## src/rtl/id_ex_stage_pkg.sv

```systemverilog
// rtl/id_ex_stage_pkg.sv - shared widths, constants and hazard FSM encoding for the ID/EX stage
package id_ex_stage_pkg;

  localparam int EX_CTRL_W    = 4;
  localparam int MEM_CTRL_W   = 3;
  localparam int WB_CTRL_W    = 2;
  localparam int MEM_READ_IDX = 1;
  localparam int REG_ZERO     = 0;

  typedef enum logic {
    ST_RUN    = 1'b0,
    ST_BUBBLE = 1'b1
  } hazard_state_e;

endpackage

```

## src/rtl/id_ex_stage_load_use_detect.sv

```systemverilog
// rtl/id_ex_stage_load_use_detect.sv - combinational load-use hazard detector between ID and EX
module load_use_detect
  import id_ex_stage_pkg::*;
#(
  parameter int REG_ADDR_WIDTH = 5
) (
  input  logic                      exValid,
  input  logic                      exMemRead,
  input  logic [REG_ADDR_WIDTH-1:0] exRt,
  input  logic                      idValid,
  input  logic [REG_ADDR_WIDTH-1:0] idRs,
  input  logic [REG_ADDR_WIDTH-1:0] idRt,
  output logic                      loadUse
);

  logic rt_nonzero;
  logic rs_match;
  logic rt_match;

  // A load into $0 produces nothing a consumer can depend on.
  assign rt_nonzero = (exRt != REG_ADDR_WIDTH'(REG_ZERO));
  assign rs_match   = (exRt == idRs);
  assign rt_match   = (exRt == idRt);

  assign loadUse = exValid & exMemRead & rt_nonzero & idValid & (rs_match | rt_match);

endmodule

```

## src/rtl/id_ex_stage.sv

```systemverilog
// rtl/id_ex_stage.sv - ID/EX pipeline register with load-use stall and bubble insertion
// Optional hazard counters are built when HAZARD_STATS_EN is defined.
module id_ex_stage
  import id_ex_stage_pkg::*;
#(
  parameter int DATA_WIDTH     = 32,
  parameter int REG_ADDR_WIDTH = 5,
  parameter int MEM_READ_BIT   = MEM_READ_IDX
) (
  input  logic                      clock,
  input  logic                      reset,
  input  logic [REG_ADDR_WIDTH-1:0] idRs,
  input  logic [REG_ADDR_WIDTH-1:0] idRt,
  input  logic [REG_ADDR_WIDTH-1:0] idRd,
  input  logic [DATA_WIDTH-1:0]     idReadData1,
  input  logic [DATA_WIDTH-1:0]     idReadData2,
  input  logic [DATA_WIDTH-1:0]     idImmediate,
  input  logic [EX_CTRL_W-1:0]      idExControl,
  input  logic [MEM_CTRL_W-1:0]     idMemControl,
  input  logic [WB_CTRL_W-1:0]      idWbControl,
  input  logic                      idValid,
  input  logic                      flush,
  input  logic                      extStall,
  output logic [REG_ADDR_WIDTH-1:0] exRs,
  output logic [REG_ADDR_WIDTH-1:0] exRt,
  output logic [REG_ADDR_WIDTH-1:0] exRd,
  output logic [DATA_WIDTH-1:0]     exReadData1,
  output logic [DATA_WIDTH-1:0]     exReadData2,
  output logic [DATA_WIDTH-1:0]     exImmediate,
  output logic [EX_CTRL_W-1:0]      exExControl,
  output logic [MEM_CTRL_W-1:0]     exMemControl,
  output logic [WB_CTRL_W-1:0]      exWbControl,
  output logic                      exValid,
  output logic                      hazardStall
`ifdef HAZARD_STATS_EN
  ,
  output logic [31:0]               stallCount,
  output logic [31:0]               flushCount
`endif
);

  logic          loadUse;
  logic          bubble;
  logic          loadUseBubble;
  hazard_state_e state;
  hazard_state_e stateNext;

  load_use_detect #(
    .REG_ADDR_WIDTH(REG_ADDR_WIDTH)
  ) u_load_use_detect (
    .exValid  (exValid),
    .exMemRead(exMemControl[MEM_READ_BIT]),
    .exRt     (exRt),
    .idValid  (idValid),
    .idRs     (idRs),
    .idRt     (idRt),
    .loadUse  (loadUse)
  );

  // Gated by reset so the stall drops the moment reset is asserted.
  assign hazardStall   = reset & (loadUse | extStall);
  assign bubble        = ~extStall & (flush | loadUse);
  assign loadUseBubble = ~extStall & ~flush & loadUse;

  always_ff @(posedge clock or negedge reset) begin
    if (!reset) begin
      exRs         <= '0;
      exRt         <= '0;
      exRd         <= '0;
      exReadData1  <= '0;
      exReadData2  <= '0;
      exImmediate  <= '0;
      exExControl  <= '0;
      exMemControl <= '0;
      exWbControl  <= '0;
      exValid      <= 1'b0;
    end else if (extStall) begin
      // Hold everything; a pending flush is re-presented once the stall drops.
    end else if (bubble) begin
      exRs         <= '0;
      exRt         <= '0;
      exRd         <= '0;
      exReadData1  <= '0;
      exReadData2  <= '0;
      exImmediate  <= '0;
      exExControl  <= '0;
      exMemControl <= '0;
      exWbControl  <= '0;
      exValid      <= 1'b0;
    end else begin
      exRs         <= idRs;
      exRt         <= idRt;
      exRd         <= idRd;
      exReadData1  <= idReadData1;
      exReadData2  <= idReadData2;
      exImmediate  <= idImmediate;
      exExControl  <= idExControl;
      exMemControl <= idMemControl;
      exWbControl  <= idWbControl;
      exValid      <= idValid;
    end
  end

  always_ff @(posedge clock or negedge reset) begin
    if (!reset) begin
      state <= ST_RUN;
    end else begin
      state <= stateNext;
    end
  end

  always_comb begin
    stateNext = state;
    case (state)
      ST_RUN:    if (loadUseBubble) stateNext = ST_BUBBLE;
      ST_BUBBLE: stateNext = ST_RUN;
      default:   stateNext = ST_RUN;
    endcase
  end

  a_bubble_one_cycle: assert property (
    @(posedge clock) disable iff (!reset)
    (state == ST_BUBBLE) |=> (state == ST_RUN)
  );

`ifdef HAZARD_STATS_EN
  always_ff @(posedge clock or negedge reset) begin
    if (!reset) begin
      stallCount <= '0;
      flushCount <= '0;
    end else begin
      if (loadUseBubble) stallCount <= stallCount + 32'd1;
      if (~extStall & flush) flushCount <= flushCount + 32'd1;
    end
  end
`endif

endmodule
```

## config.mk

```make
export PLATFORM = sky130hd
export DESIGN_NAME = id_ex_stage
export DESIGN_NICKNAME = d
export VERILOG_FILES = /design/src/rtl/id_ex_stage_pkg.sv /design/src/rtl/id_ex_stage_load_use_detect.sv /design/src/rtl/id_ex_stage.sv
export SDC_FILE = /design/constraint.sdc
export NUM_CORES = 1
export LEC_CHECK = 0
export CAP_MARGIN = 20
export CORE_AREA = 2 2 137 139
export DETAILED_ROUTE_END_ITERATION = 6
export DIE_AREA = 0 0 139 141
export PLACE_DENSITY = 0.73
export SLEW_MARGIN = 20
export SYNTH_ARGS = -nofsm -noshare
export SYNTH_HDL_FRONTEND = slang
export SYNTH_SLANG_ARGS = --single-unit
```

## constraint.sdc

```tcl
create_clock -name clock -period 1.85 [get_ports clock]
set_input_delay 0.37 -clock clock [delete_from_list [all_inputs] [get_ports clock]]
set_output_delay 0.37 -clock clock [all_outputs]
set_load 0.02 [all_outputs]
```

==> flow_summary.toml, run 1 <==
[sta]
hold_ws_ns = 0.09855
clock-skew-final_ns = 0.009798
fmax_ghz = 0.4264
rsz0062_at_grt = "true"
max_slew_margin_pct = 53.55
setup_viol = 122
drv_slew = 0
fin_crit_sh_pct = 126.8
worst_slew_pin_slew_ns = 0.6967
min_period_ns = 2.345
setup_slack_ns = -0.4950
hold_viol_final = 0

[finish]
final_area_mm2 = 0.01157
final_nets = 1072
layout-drive-gt1-share_pct = 33.37
fillers = 1495
area_delta_synth_final_pct = 55.33

[critical_path]
worst_path_largest_cell_delay_ns = 0.55
crit_path_end_kind = "primary output"
critPathTopFamily = "simple AND/OR/NAND/NOR gates"
worstPathMaxFanout = 2
arrival_ns = 1.97
start_kind = "register"
cp_cell_sequence = "or4_4 -> o2111ai_4 -> nor2_2 -> a22o_1 -> buf_6"
worstPathRequired_ns = 1.48
crit_type = "register to primary output"
cp_num_buf_inv = 1
slowest_stage = "or4_4"

[status]
outcome = "complete, but fails checks"
violations = "negative setup slack"

[global_route]
grtUsageTotal_pct = 24.25
grt_overflow = 0
antenna_found_initial = 1
grt_pass1_wl_um = 37620
grt_max_degree = 115
grt_pass1_vias = 6613

[cts]
cts-root-buf = "clkbuf_16"
cts_buffers = 17
cts_sinks = 121
h-tree-depth = 4
cts_tree = "built"
clock_latency_ns = 0.41
cts.clk_slew.worst_paths_ns = 0.06
clockBufferDepth = 2

[synth]
syn-num-nets = 831
synth_edf_count = 0
yosysWarnings = 0
synth_top_area_share_pct = 40.65
synthArstFlopShare_pct = 100.0
yosysMostFrequentCell = "dfrtp_1"
netlist_instances = 706
synthFlopType = "dfrtp_1"
synth_top_cell_by_area = "dfrtp_1"
synth_area_mm2 = 0.007448
seq_area_frac_synth_pct = 40.65
synth.avg_cell_area_um2 = 10.55
netlist_top_cells_area = "dfrtp_1 (41%), or3b_2 (13%), nor3b_1 (11%)"
synthTopCellsByCount = "dfrtp_1 (121), nor3b_1 (110), or3b_2 (110)"
yosysUniqueCellTypes = 24
yosys_register_bits = 121

[floorplanning]
core.rowCount = 50
fp.dieW_um = 139
start_util_pct = 40.77
die_area_mm2 = 0.01960
core_mm2 = 0.01827
pin_count = 247
die_h_um = 141

[place]
place_area_mm2 = 0.01017
gp_congestion = 0.7667
dp_hpwl_um = 13410
numPortBuffers = 246

[detailed_routing]
dr.pass1.iters = 6
drtIter0Drc = 315
ant_nets = 0
wl_per_cell_um = 19.90
drc = 0
viasPerCell = 5.634
drt-total-wl_um = 23760
via_count = 6727

[power]
p_leak_nw = 4.363
powerDensity_mw_per_mm2 = 836.4
ir_drop_v = 0.0006517

[run]
cap_violations = 0

[worst_hold_path]
hp-class = "input port to async pin"
==> worst paths after layout <==
| kind | to | startpoint | cells after the start | slack, ns |
|---|---|---|---|---|
| max in group asynchronous | exReadData2[11] | reset | 4 | 0.26 |
| worst max-delay path | hazardStall | exRt[3] | 5 | -0.49 |
| worst min-delay path | exRt[3] | reset | 2 | 0.1 |
| min in group clock | exImmediate[5] | flush | 3 | 0.39 |
| worst min register to register | exRs[1] | exRs[1] | 2 | 0.50 |
| worst max register to register | exImmediate[28] | exRt[3] | 8 | -0.25 |
==> metrics by stage <==
stage / setup WS [ns] / setup TNS (ns) / power [mW] / std cells / utilization, %
floorplan: -0.2566 / -0.2566 / 4.723 / 706 / -
global placement: -0.6745 / -61.36 / 6.051 / 1128 / 55.66
detailed placement: -0.7173 / -67.45 / 6.084 / 1128 / 55.66
CTS: -0.5435 / -25.52 / 9.716 / 1189 / 62.89
global route: -0.5620 / -30.11 / 10.11 / 1193 / 63.32
finish: -0.4950 / -20.47 / 9.677 / 1194 / 63.34
==> cells in the final DEF (no fill, tap or decap), types with 2 or more instances in the layout <==
master and count:
dfrtp_2 2, buf_12 15, clkbuf_16 18, o21ai_0 27, buf_16 16, a22oi_2 59, nor3b_1 110, nand2_1 13
buf_6 2, dfrtp_1 119, a22oi_1 51, buf_4 27, xnor2_1 10, dlygate4sd2_1 7, bufbuf_16 5, clkinvlp_4 3
clkdlybuf4s50_1 232, o21ai_1 47, o21ai_2 47, buf_8 4, bufinv_16 2, clkbuf_1 3, clkbuf_8 4, a32oi_1 11
or3b_2 110, clkinv_2 2, dlymetal6s2s_1 3, nand3_1 2
==> what timing repair did <==
item,CTS,global route
endpoints found under the setup margin,129,125
pin swaps,0,3
hold endpoints to repair,22,0
cloned,18,1
hold buffers,1,0
resized for setup,47,22
buffers inserted,11,6
==> cell families after synthesis <==
logic type / after synthesis / synth area share, %
AOI/OAI and AO/OA: 245 / 27.25
xor gates and xnor gates: 10 / 1.176
buffers and inverters: 92 / 5.913
DFF: 121 / 40.65
and+or+nand+nor: 238 / 25.01
==> where the power goes <==
group / internal [mW] / switching (mW) / total, mW
logic: 1.63 / 1.49 / 3.12
clock network: 2.12 / 1.20 / 3.31
registers: 3.00 / 0.243 / 3.24
total: 6.75 / 2.93 / 9.68
==> per-layer routing <==
metal	global-route usage (%)	vias to the layer above	wire, um
met3	6.556	38	1556
li1	-	3171	-
met5	0	-	0
met2	38.03	221	10980
met1	32.40	3297	10640
met4	8.719	0	578
==> area by class of cell <==
| cell class | count | area, um^2 | area share, % |
|---|---|---|---|
| Multi-Input combinational cell | 493 | 4011 | 34.67 |
| Clock buffer | 24 | 491.7 | 4.250 |
| Sequential cell | 121 | 3030 | 26.19 |
| Timing Repair Buffer | 313 | 3645 | 31.50 |
| Clock inverter | 7 | 92.59 | 0.8003 |
| Inverter | 1 | 3.754 | 0.03244 |
| Antenna cell | 1 | 2.502 | 0.02163 |
| Tap cell | 234 | 292.8 | 2.531 |
==> registers in the layout, indices dropped and copies added, names as in the netlist <==
name	flops
exRt	5
exExControl	4
exWbControl	2
exImmediate	32
exRd	5
exMemControl	3
exReadData1	32
exReadData2	32
exRs	5
exValid	1
Power figures use the tool's default switching activity.
==> run 2: changes to the inputs <==
--- a/config.mk
+++ b/config.mk
@@ -6,10 +6,10 @@
 export NUM_CORES = 1
 export LEC_CHECK = 0
 export CAP_MARGIN = 20
-export CORE_AREA = 2 2 137 139
+export CORE_AREA = 2 2 129 131
 export DETAILED_ROUTE_END_ITERATION = 6
-export DIE_AREA = 0 0 139 141
-export PLACE_DENSITY = 0.73
+export DIE_AREA = 0 0 131 133
+export PLACE_DENSITY = 0.78
 export SLEW_MARGIN = 20
 export SYNTH_ARGS = -nofsm -noshare
 export SYNTH_HDL_FRONTEND = slang
==> constraint.sdc (replaced) <==
create_clock -name clock -period 2.3 [get_ports clock]
set_input_delay 0.46 -clock clock [delete_from_list [all_inputs] [get_ports clock]]
set_output_delay 0.46 -clock clock [all_outputs]
set_load 0.02 [all_outputs]
==> run 2 against run 1 <==
- the flow still finishes with violations (negative setup slack)
- critical path type unchanged
- clock-buffer cell count fell by 1
- critical path depth did not move
- clock skew fell by 0.0012 ns
==> flow_summary.toml, run 2 (synthesized netlist as in run 1, its figures left out) <==
[status]
outcome = "complete, but fails checks"
violations = "negative setup slack"

[critical_path]
worstPathMaxFanout = 2
start_kind = "register"
worst_path_largest_cell_delay_ns = 0.55
cp_cell_sequence = "or4_4 -> o2111ai_4 -> nor2_1 -> a22o_1 -> buf_6"
worstPathRequired_ns = 1.84
crit_type = "register to primary output"
slowest_stage = "or4_4"
crit_path_end_kind = "primary output"
arrival_ns = 1.98

[sta]
max_slew_margin_pct = 54.36
min_period_ns = 2.437
rsz0062_at_grt = "true"
setup_slack_ns = -0.1367
fin_crit_sh_pct = 105.9
fmax_ghz = 0.4104
drv_slew = 0
clock-skew-final_ns = 0.008624
hold_ws_ns = 0.4657
setup_viol = 1
hold_viol_final = 0
worst_slew_pin_slew_ns = 0.6846

[run]
cap_violations = 0

[power]
p_leak_nw = 3.906
power.total_mw = 7.762
ir_drop_v = 0.0005763
powerDensity_mw_per_mm2 = 720.6

[detailed_routing]
ant_nets = 0
drc = 0
wl_per_cell_um = 19.17
drtIter0Drc = 405
drt-total-wl_um = 21830
dr.pass1.iters = 4
viasPerCell = 5.772
via_count = 6574

[global_route]
grt_overflow = 0
antenna_found_initial = 1
grtUsageTotal_pct = 25.04
grt_pass1_vias = 6739
grt_max_degree = 145
grt_pass1_wl_um = 34690

[cts]
clock_latency_ns = 0.42
clockBufferDepth = 2
cts_sinks = 121
cts_buffers = 17
cts-root-buf = "clkbuf_16"
cts.clk_slew.worst_paths_ns = 0.06
h-tree-depth = 4
cts_tree = "built"

[floorplanning]
start_util_pct = 46.06
core_mm2 = 0.01617
fp.dieW_um = 131
core.rowCount = 47
pin_count = 247
die_h_um = 133
die_area_mm2 = 0.01742

[finish]
n_antenna_cell = 0
layout.cells.most_common_list = "clkdlybuf4s50_1 (242), dfrtp_1 (121), or3b_2 (110), nor3b_1 (110), a22oi_2 (59)"
multi_input_area_mm2 = 0.004009
top_regs = "exImmediate: 32 flops, exReadData1: 32 flops, exReadData2: 32 flops"
area_delta_synth_final_pct = 44.62
layout-drive-gt1-share_pct = 30.36
final_nets = 1032
final_area_mm2 = 0.01077
layout_commonest_cell = "clkdlybuf4s50_1"
regArea_mm2 = 0.003028
final_util_pct = 66.61
fillers = 1232

[place]
dp_hpwl_um = 13580
numPortBuffers = 246
gp_congestion = 0.8686
place_area_mm2 = 0.01003

[worst_hold_path]
hp-class = "input port to async pin"
run 2: cell types whose count changed in the layout (fill, tap and decap cells not counted), sizes merged, moves of 3 or more:
cell | before | now
clkdlybuf4s50 | 232 | 242
clkinvlp | 3 | 0
bufbuf | 5 | 0
dlygate4sd2 | 7 | 0
buf | 64 | 29
dlymetal6s2s | 3 | 0
run 2: area by class of cell:
type	count	share of cell area, %
Sequential cell	121	28.11
Inverter	1	0.03485
Multi-Input combinational cell	493	37.22
Clock inverter	8	1.301
Tap cell	220	2.555
Clock buffer	23	4.623
Timing Repair Buffer	273	26.16
run 2: through the flow:
| step | setup WS, ns | setup TNS, ns | instances |
|---|---|---|---|
| floorplan | 0.07130 | 0 | 706 |
| global placement | -0.3969 | -15.59 | 1104 |
| detailed placement | -0.4197 | -20.28 | 1104 |
| CTS | -0.1444 | -4.030 | 1137 |
| global route | -0.2130 | -0.2130 | 1139 |
| finish | -0.1367 | -0.1367 | 1139 |
run 2: path summary, 6_finish.rpt:
check | from | to | slack [ns] | depth (start not counted)
setup / recovery | exRt[4] | hazardStall | -0.14 | 5
hold / removal | reset | exRs[1] | 0.47 | 2
setup reg to reg | exRt[4] | exValid | 0.10 | 7
hold reg to reg | exRs[0] | exRs[0] | 0.51 | 2
max in group asynchronous | reset | exImmediate[24] | 0.97 | 3
min in group clock | exRs[0] | exRs[0] | 0.51 | 2
run 2: power breakdown:
group | switching (mW) | total [mW] | internal, mW
Clock | 0.943 | 2.89 | 1.94
Combinational | 1.13 | 2.27 | 1.13
Sequential | 0.192 | 2.61 | 2.41
Total | 2.27 | 7.76 | 5.49
run 2: metal layers:
metal | up-vias | share of wire [%] | GRT usage [%]
met3 | 40 | 7.9 | 8.734
li1 | 3076 | - | -
met5 | - | 0.073 | 0
met2 | 236 | 48 | 40.30
met1 | 3220 | 42 | 31.57
met4 | 2 | 2.0 | 7.742
run 2: worst max-delay path, delay by kind of cell, from the launching register on:
kind / cells / cell delay [ns]
flip-flops: 1 / 0.38
AO/OA/AOI/OAI: 2 / 0.42
buffers and inverters: 1 / 0.14
AND/OR/NAND/NOR: 2 / 0.63
run 2: what timing repair did:
action,in CTS,in global routing
setup buffers,0,1
hold endpoints to repair,3,0
pin swaps,0,3
hold buffers,1,0
cloned,1,1
gates resized for setup,6,8
endpoints found under the setup margin,90,85
